### config.mk
export PLATFORM = sky130hd
export DESIGN_NAME = queue_fifo_flat
export DESIGN_NICKNAME = d
export VERILOG_FILES = /design/src/rtl/queue_fifo_pkg.sv /design/src/rtl/queue_fifo_if.sv /design/src/rtl/queue_fifo_ram.sv /design/src/rtl/queue_fifo.sv /design/src/flat_wrapper.sv
export SDC_FILE = /design/constraint.sdc
export NUM_CORES = 1
export LEC_CHECK = 0
export ABC_AREA = 1
export CAP_MARGIN = 20
export CORE_MARGIN = 4
export CORE_UTILIZATION = 45
export CTS_CLUSTER_SIZE = 30
export DETAILED_ROUTE_END_ITERATION = 10
export PLACE_DENSITY = 0.73
export SYNTH_ARGS = -nofsm -noshare
export SYNTH_HDL_FRONTEND = slang
export SYNTH_SLANG_ARGS = --single-unit
### constraint.sdc
create_clock -name clk -period 4.9 [get_ports clk]
set_input_delay 0.735 -clock clk [delete_from_list [all_inputs] [get_ports clk]]
set_output_delay 0.735 -clock clk [all_outputs]
set_load 0.02 [all_outputs]
### src/rtl/queue_fifo_pkg.sv
// Shared constants and helpers for the lab queue/stack family.
// Defaults live here so the stack variant and the FIFO stay in step.
package queue_fifo_pkg;

  localparam int unsigned DefaultDataW = 8;
  localparam int unsigned DefaultDepth = 8;
  localparam int unsigned DefaultAddrW = $clog2(DefaultDepth);

  // Encoded as {push_accepted, pop_accepted}.
  typedef enum logic [1:0] {
    OpNone = 2'b00,
    OpPop  = 2'b01,
    OpPush = 2'b10,
    OpBoth = 2'b11
  } op_e;

  function automatic op_e classify_op(input logic push_acc, input logic pop_acc);
    op_e op;
    unique case ({push_acc, pop_acc})
      2'b00:   op = OpNone;
      2'b01:   op = OpPop;
      2'b10:   op = OpPush;
      default: op = OpBoth;
    endcase
    return op;
  endfunction

endpackage

### src/rtl/queue_fifo_if.sv
// Producer/consumer handshake bundle for queue_fifo.
// The master side drives push/pop/write_data; the slave side is the queue itself.
interface queue_fifo_if import queue_fifo_pkg::*; #(
  parameter int unsigned DATA_W = DefaultDataW,
  parameter int unsigned DEPTH  = DefaultDepth
);

  localparam int unsigned ADDR_W = $clog2(DEPTH);

  logic              push;
  logic              pop;
  logic [DATA_W-1:0] write_data;
  logic [DATA_W-1:0] read_data;
  logic              empty;
  logic              full;
  logic [ADDR_W:0]   count;
  logic              overflow;
  logic              underflow;

  modport master (
    output push,
    output pop,
    output write_data,
    input  read_data,
    input  empty,
    input  full,
    input  count,
    input  overflow,
    input  underflow
  );

  modport slave (
    input  push,
    input  pop,
    input  write_data,
    output read_data,
    output empty,
    output full,
    output count,
    output overflow,
    output underflow
  );

endinterface

### src/rtl/queue_fifo_ram.sv
// DEPTH x DATA_W storage array: synchronous write, asynchronous read.
// Deliberately unreset so it maps onto plain register or LUT storage.
module queue_fifo_ram import queue_fifo_pkg::*; #(
  parameter int unsigned DATA_W = DefaultDataW,
  parameter int unsigned DEPTH  = DefaultDepth,
  localparam int unsigned ADDR_W = $clog2(DEPTH)
) (
  input  logic              clk_i,
  input  logic              we_i,
  input  logic [ADDR_W-1:0] waddr_i,
  input  logic [DATA_W-1:0] wdata_i,
  input  logic [ADDR_W-1:0] raddr_i,
  output logic [DATA_W-1:0] rdata_o
);

  logic [DATA_W-1:0] mem_q [DEPTH];

  always_ff @(posedge clk_i) begin
    if (we_i) begin
      mem_q[waddr_i] <= wdata_i;
    end
  end

  assign rdata_o = mem_q[raddr_i];

endmodule

### src/rtl/queue_fifo.sv
// Byte FIFO: circular buffer with read/write pointers, occupancy count,
// full/empty flags, a registered read_data and one-cycle misuse pulses.
module queue_fifo import queue_fifo_pkg::*; #(
  parameter int unsigned DATA_W = DefaultDataW,
  parameter int unsigned DEPTH  = DefaultDepth
) (
  input  logic         clk,
  input  logic         reset,
  queue_fifo_if.slave  bus
);

  localparam int unsigned ADDR_W = $clog2(DEPTH);

  localparam logic [ADDR_W:0]   CountOne  = (ADDR_W + 1)'(1);
  localparam logic [ADDR_W:0]   CountFull = (ADDR_W + 1)'(DEPTH);
  localparam logic [ADDR_W-1:0] PtrOne    = ADDR_W'(1);

  logic [ADDR_W-1:0] wr_ptr_q, wr_ptr_d;
  logic [ADDR_W-1:0] rd_ptr_q, rd_ptr_d;
  logic [ADDR_W:0]   count_q, count_d;
  logic [DATA_W-1:0] read_data_q, read_data_d;
  logic              overflow_q, overflow_d;
  logic              underflow_q, underflow_d;

  logic              empty;
  logic              full;
  logic              push_acc;
  logic              pop_acc;
  logic [DATA_W-1:0] ram_rdata;
  op_e               op;

  assign empty = (count_q == '0);
  assign full  = (count_q == CountFull);

  // A push into a full queue is only legal when the head leaves in the same cycle.
  assign push_acc = bus.push & (~full | bus.pop);
  assign pop_acc  = bus.pop & ~empty;
  assign op       = classify_op(push_acc, pop_acc);

  queue_fifo_ram #(
    .DATA_W (DATA_W),
    .DEPTH  (DEPTH)
  ) u_ram (
    .clk_i   (clk),
    .we_i    (push_acc),
    .waddr_i (wr_ptr_q),
    .wdata_i (bus.write_data),
    .raddr_i (rd_ptr_q),
    .rdata_o (ram_rdata)
  );

  always_comb begin
    wr_ptr_d    = wr_ptr_q;
    rd_ptr_d    = rd_ptr_q;
    count_d     = count_q;
    read_data_d = read_data_q;
    overflow_d  = bus.push & full & ~bus.pop;
    underflow_d = bus.pop & empty;

    if (push_acc) begin
      wr_ptr_d = wr_ptr_q + PtrOne;
    end
    // Async RAM read sees the old slot even when a full push+pop overwrites it this edge.
    if (pop_acc) begin
      rd_ptr_d    = rd_ptr_q + PtrOne;
      read_data_d = ram_rdata;
    end

    unique case (op)
      OpPush:  count_d = count_q + CountOne;
      OpPop:   count_d = count_q - CountOne;
      OpBoth:  count_d = count_q;
      OpNone:  count_d = count_q;
      default: count_d = count_q;
    endcase
  end

  always_ff @(posedge clk or posedge reset) begin
    if (reset) begin
      wr_ptr_q    <= '0;
      rd_ptr_q    <= '0;
      count_q     <= '0;
      read_data_q <= '0;
      overflow_q  <= 1'b0;
      underflow_q <= 1'b0;
    end else begin
      wr_ptr_q    <= wr_ptr_d;
      rd_ptr_q    <= rd_ptr_d;
      count_q     <= count_d;
      read_data_q <= read_data_d;
      overflow_q  <= overflow_d;
      underflow_q <= underflow_d;
    end
  end

  assign bus.read_data = read_data_q;
  assign bus.empty     = empty;
  assign bus.full      = full;
  assign bus.count     = count_q;
  assign bus.overflow  = overflow_q;
  assign bus.underflow = underflow_q;

endmodule

### src/flat_wrapper.sv
// flat-port wrapper written by rule: the top's interface ports become plain ports
module queue_fifo_flat import queue_fifo_pkg::*;
#(
  parameter int unsigned DATA_W = DefaultDataW,
  parameter int unsigned DEPTH  = DefaultDepth
)
  (clk, reset, bus_push, bus_pop, bus_write_data, bus_read_data, bus_empty, bus_full, bus_count, bus_overflow, bus_underflow);
  queue_fifo_if #(.DATA_W(DATA_W), .DEPTH(DEPTH)) bus_i ();
  input  logic clk;
  input  logic reset;
  input wire logic [$bits(bus_i.push)-1:0] bus_push;
  input wire logic [$bits(bus_i.pop)-1:0] bus_pop;
  input wire logic [$bits(bus_i.write_data)-1:0] bus_write_data;
  output wire logic [$bits(bus_i.read_data)-1:0] bus_read_data;
  output wire logic [$bits(bus_i.empty)-1:0] bus_empty;
  output wire logic [$bits(bus_i.full)-1:0] bus_full;
  output wire logic [$bits(bus_i.count)-1:0] bus_count;
  output wire logic [$bits(bus_i.overflow)-1:0] bus_overflow;
  output wire logic [$bits(bus_i.underflow)-1:0] bus_underflow;
  assign bus_i.push = bus_push;
  assign bus_i.pop = bus_pop;
  assign bus_i.write_data = bus_write_data;
  assign bus_read_data = bus_i.read_data;
  assign bus_empty = bus_i.empty;
  assign bus_full = bus_i.full;
  assign bus_count = bus_i.count;
  assign bus_overflow = bus_i.overflow;
  assign bus_underflow = bus_i.underflow;
  queue_fifo #(.DATA_W(DATA_W), .DEPTH(DEPTH)) u_core (.clk(clk), .reset(reset), .bus(bus_i));
endmodule
**Word level (Yosys, flattened, before mapping)**

Memory sizes are Yosys's and may differ from the RTL's. A register that Yosys moved wholly into a read port is not among the register bits.
Index checks and enable logic that the tools add are counted.
W data, S select, Z words.

- Flip-flop bits (word level): 12
- Latch bits: 0
- Bits in writable memories: 64
- Memory bits (read-only): 0
- Bits of input ports: 12
- Output and inout port bits: 16
- Logic and storage cells: 33
- Memories: 1

Memories:

| memory | depth | bits a word | rd ports | clocked after memory_dff | write ports | RTL line | RTL |
|---|---|---|---|---|---|---|---|
| u_core.u_ram.mem_q | 8 | 8 | 1 | 1 | 1 | queue_fifo_ram.sv:16 | `logic [DATA_W-1:0] mem_q [DEPTH];` |

- Add/subtract/negate cells: 4
- $mul: 0
- Divide/modulo/power cells: 0
- $lt $le $gt $ge: 0
- Equal/unequal tests: 6
- Shifts and indexed selects: 0
- Mux-type cells: 4
- Bitwise logic cells: 9
- Reductions and logical operators: 4

Operator list:

| kind | number |
|---|---|
| $pmux W4 S2 | 1 |
| $add A3 B1 Y3 const B | 2 |
| $eq A2 B2 Y1 const B | 3 |
| $pmux W2 S3 | 1 |
| $and A1 B1 Y1 | 5 |
| $add A4 B1 Y4 const B | 1 |
| $eq A2 B1 Y1 const B | 2 |
| $eq A4 B4 Y1 const B | 1 |
| $logic_not A2 Y1 | 2 |
| $logic_not A4 Y1 | 1 |
| $sub A4 B1 Y4 const B | 1 |
| $not A1 Y1 | 3 |
| $mux W1 | 2 |
| $reduce_or A2 Y1 | 1 |
| $or A1 B1 Y1 | 1 |

**Longest topological paths before layout**

- Word-level depth: 8
- Mapped depth: 11
- Depth with buffers taken out: 10

**Cells and area by module**

Synthesis repeated with hierarchy kept, for this count alone.

- Cells, all modules: 407
- Area total of the unflattened synthesis: 3860.0 um2

Modules (own cells, without submodules):

| module | times used | cells each | area each (um2) | seq. area each (um2) |
|---|---|---|---|---|
| queue_fifo_ram | 1 | 295 | 2890.3 | 1921.8 |
| queue_fifo | 1 | 112 | 969.7 | 500.5 |

**Worst setup path before layout**

Ideal clock, no wire load.

- Path kind: in2reg
- Start point: input port bus_pop
- End point: memory u_core.u_ram.mem_q[4][0] (netlist bit), enable pin
- Setup time: 370 ps
- Arrival time: 1548 ps
- Data required time: 4530 ps
- Path slack: 2982 ps
- Stages: 5
- Path buffers: 0
- Cells stage by stage: inv_1 nand2_2 nand2_4 or2_4 nor2_1

- Longest elaborated chain between the ends: 4

RTL lines:

| what | RTL line | RTL |
|---|---|---|
| start, declared | flat_wrapper.sv:12 | `input wire logic [$bits(bus_i.pop)-1:0] bus_pop;` |
| $or A1 B1 Y1 | queue_fifo.sv:36 | `assign push_acc = bus.push & (~full \| bus.pop);` |
| $and A1 B1 Y1 | queue_fifo.sv:36 |  |
| $mux W1 | queue_fifo_ram.sv:19 | `if (we_i) begin` |
| $mux W1 (not written as such) | queue_fifo_ram.sv:20 | `mem_q[waddr_i] <= wdata_i;` |
| end, declared | queue_fifo_ram.sv:16 |  |

Every way passes these cells.

**Final worst setup path**

- Start point: register u_core.count_q[0], in the netlist u_core.bus.count[0]
- End point: output port bus_full

- Longest elaborated chain between the ends: 1

RTL lines:

| what | RTL line | RTL |
|---|---|---|
| start, declared | queue_fifo.sv:20 | `logic [ADDR_W:0] count_q, count_d;` |
| start signal, assigned | queue_fifo.sv:89 | `count_q <= count_d;` |
| $eq A4 B4 Y1 | queue_fifo.sv:33 | `assign full = (count_q == CountFull);` |
| end, declared | flat_wrapper.sv:16 | `output wire logic [$bits(bus_i.full)-1:0] bus_full;` |

Every way passes these cells.

==> flow_summary_export.csv <==
group,metric,value,unit
hold_path,hold_depth,2,
clock_network,clkSinkCount,84,
sta,hold_violations,0,
synth,ys_ff_latch,84,
sta,setup_viol,0,
synth,synth_seq_area_share,69.6,%
layout,fin_area,0.00402,mm2
sta,finalCriticalPeriod,2.62,ns
route,drt_wl_total,6.69,mm
power,p_total,2.36,mW
layout,drive_above_1_share,8.63,%
clock_network,cts_made_buffers,9,
sta,worst_pin_slew,0.957,ns
power,vdd.ir_drop.worst,148,uV
die,pin_count,28,
synth,synth_nets,296,
sta,tns,0,ns
route,ant_nets,0,
die,dieHeight,95.9,um
setup_path,rr_startpoint,"u_core.bus.count[0]",
hold_path,hp-class,"register to register",
synth,synth_cells,280,
die,die_w,95.9,um
hold_path,min_from,"u_core.bus.read_data[2]",
global_routing,grt_pass1_wl,10.7,mm
sta,setup_ws,2.28,ns
route,first_iter_violations,234,
setup_path,cp-start-kind,"register",
route,avgViaCountPerCell,5.24,
sta,maxSlewHeadroom,36.2,%
power,p_per_area,586,mW/mm2
sta,slew_viol_final,0,
layout,nets,324,
clock_network,cts_setup_buffers,0,
placed_design,place_ws,2.17,ns
die,fp.coreArea,0.00737,mm2
route,drc,0,
die,die-area,0.00920,mm2
setup_path,rr_endpoint,"u_core.bus.count[3]",
placed_design,gp_congestion,0.861,
setup_path,crit_type,"register to output port",
global_routing,grt_max_degree,35,
setup_path,critPathCaptureType,"output port",
route,routedWlPerCell,16.2,um
setup_path,crit_path_max_fanout,7,
clock_network,clkLatencyLatePin,0.36,ns
layout,final_common_cell,"edfxtp_1",
setup_path,cp_cell_sequence,"nor4_4 -> clkdlybuf4s50_1",
setup_path,r2r_slack,2.70,ns
hold_path,whs_endpoint,"u_core.bus.read_data[2]",
clock_network,postCtsHoldBufs,0,
setup_path,required,4.16,ns
setup_path,crit_family,"buffers and inverters",
clock_network,htreeDepth,3,
setup_path,reg2reg_depth,9,
synth,yosysUniqueCellTypes,30,
global_routing,grt_overflow_total,0,
layout,final_cell_mix,"edfxtp_1 (64), nor2_1 (43), nand2_1 (41)",
run_status,status,"finished clean",
global_routing,antenna_found_initial,0,
layout,antennaDiodeCount,0,
global_routing,grt_pass1_vias,2048,
job,drv_cap,0,
clock_network,root_buffer,"clkbuf_8",
sta,fmax,0.382,GHz
clock_network,ctsResizeCount,0,
power,p_leak,1.50,nW
setup_path,cp_slowest_cell,"clkdlybuf4s50_1",
setup_path,timing.critical_path.buf_inv,1,
route,vias,2160,
layout,nFillCells,609,
clock_network,clockBufferDepth,2,
sta,fin_skew,0.00760,ns
layout,area_growth,15.6,%
placed_design,hpwl,4.58,mm
sta,rsz0062_at_grt,"false",
setup_path,arrival,1.88,ns
route,dr.pass1.iters,5,
layout,final_core_util,54.6,%
clock_network,path_clk_slew,0.09,ns
setup_path,max_stage_delay,0.66,ns
placed_design,placedCellCount,396,
synth,yosysWarnings,0,
die,start_util,47.2,%
synth,syn-cell-area,0.00348,mm2
sta,finalCritPeriodShare,53.4,%
sta,whs,0.484,ns
die,rows,31,
clock_network,cts_tree,"yes",
placed_design,io_buffers,27,
global_routing,grt_usage,16.6,%
layout,instances_no_fill,412,
synth,syn_avg_cell_area,12.4,um2
placed_design,placed_area,0.00382,mm2
## layout make-up
class                           count  area, um2  share of cell area (%)
Timing Repair Buffer               28        278                    6.91
Multi-Input combinational cell    169        937                    23.3
Tap cell                           99        124                    3.08
Sequential cell                    84       2420                    60.2
Clock inverter                      6       71.3                    1.77
Clock buffer                       10        128                    3.17
Inverter                           16       62.6                    1.56
## logic make-up after synthesis
kind of cell | after synthesis | share of synthesized area [%]
buffers and inverters | 27 | 3.42
AOI/OAI and AO/OA | 54 | 9.21
DFF | 84 | 69.6
adders and majority gates | 4 | 1.44
and+or+nand+nor | 97 | 12.3
muxes | 8 | 2.30
xor gates and xnor gates | 6 | 1.73
## worst reg2reg max path, cell delays in order (launching register included)
cell,delay (ns)
dfrtp_1,0.50
nor2_2,0.18
nand2_2,0.10
nand2_1,0.28
inv_1,0.28
ha_1,0.30
xnor2_1,0.20
nand3_1,0.11
nand3_1,0.09
nand2_1,0.05
## synth_stat cells
library cell | number | area, um2
clkbuf_1 | 3 | 11.3
dfrtp_1 | 20 | 500
inv_2 | 1 | 3.75
buf_2 | 5 | 25.0
nand2_4 | 2 | 22.5
ha_1 | 4 | 50.1
o22ai_1 | 8 | 50.1
inv_4 | 1 | 6.26
o21ai_1 | 6 | 30.0
a21oi_1 | 1 | 5.00
buf_4 | 2 | 15.0
nor2_1 | 43 | 161
nor2_2 | 1 | 6.26
inv_1 | 13 | 48.8
mux2i_1 | 8 | 80.1
o211ai_1 | 16 | 120
xor2_1 | 3 | 26.3
nand4_2 | 1 | 12.5
nand4_1 | 2 | 12.5
xor2_2 | 1 | 16.3
edfxtp_1 | 64 | 1920
or2_4 | 1 | 8.76
nand3_1 | 3 | 15.0
clkbuf_2 | 1 | 5.00
o21ai_0 | 23 | 115
nand2_1 | 41 | 154
xnor2_1 | 2 | 17.5
nor4_4 | 1 | 21.3
clkinv_1 | 1 | 3.75
nand2_2 | 2 | 12.5
## state kept, by name, indices dropped and copies added, names as in the netlist
name                  count
u_core.bus.overflow       1
u_core.wr_ptr_q           3
u_core.bus.underflow      1
u_core.bus.count          4
u_core.bus.read_data      8
u_core.rd_ptr_q           3
u_core.u_ram.mem_q       64
## how the worst max path moves through the flow
stage                        startpoint                       end  slack [ns]  cells past startpoint
global placement                bus_pop  u_core.u_ram.mem_q[5][7]        2.23                      7
global route        u_core.bus.count[0]                  bus_full        2.16                      2
floorplan                       bus_pop  u_core.u_ram.mem_q[4][0]        2.98                      5
detailed placement              bus_pop       u_core.bus.count[3]        2.17                      8
CTS                 u_core.bus.count[0]                  bus_full        2.24                      2
finish              u_core.bus.count[0]                  bus_full        2.28                      2
## routing by layer
layer	GRT usage, %	part of all wire [%]	vias up
li1	-	-	1048
met1	22.9	44	1010
met2	23.5	46	83
met3	4.61	7.4	19
met4	9.24	2.8	0
met5	0	0	-
## power breakdown
| group | switching (mW) | total, mW | leakage (nW) | internal [mW] |
|---|---|---|---|---|
| Sequential | 0.117 | 1.04 | 0.826 | 0.918 |
| Clock | 0.246 | 0.486 | 0.0935 | 0.240 |
| Combinational | 0.516 | 0.837 | 0.579 | 0.321 |
| Total | 0.879 | 2.36 | 1.50 | 1.48 |
Power figures use the tool's default switching activity.
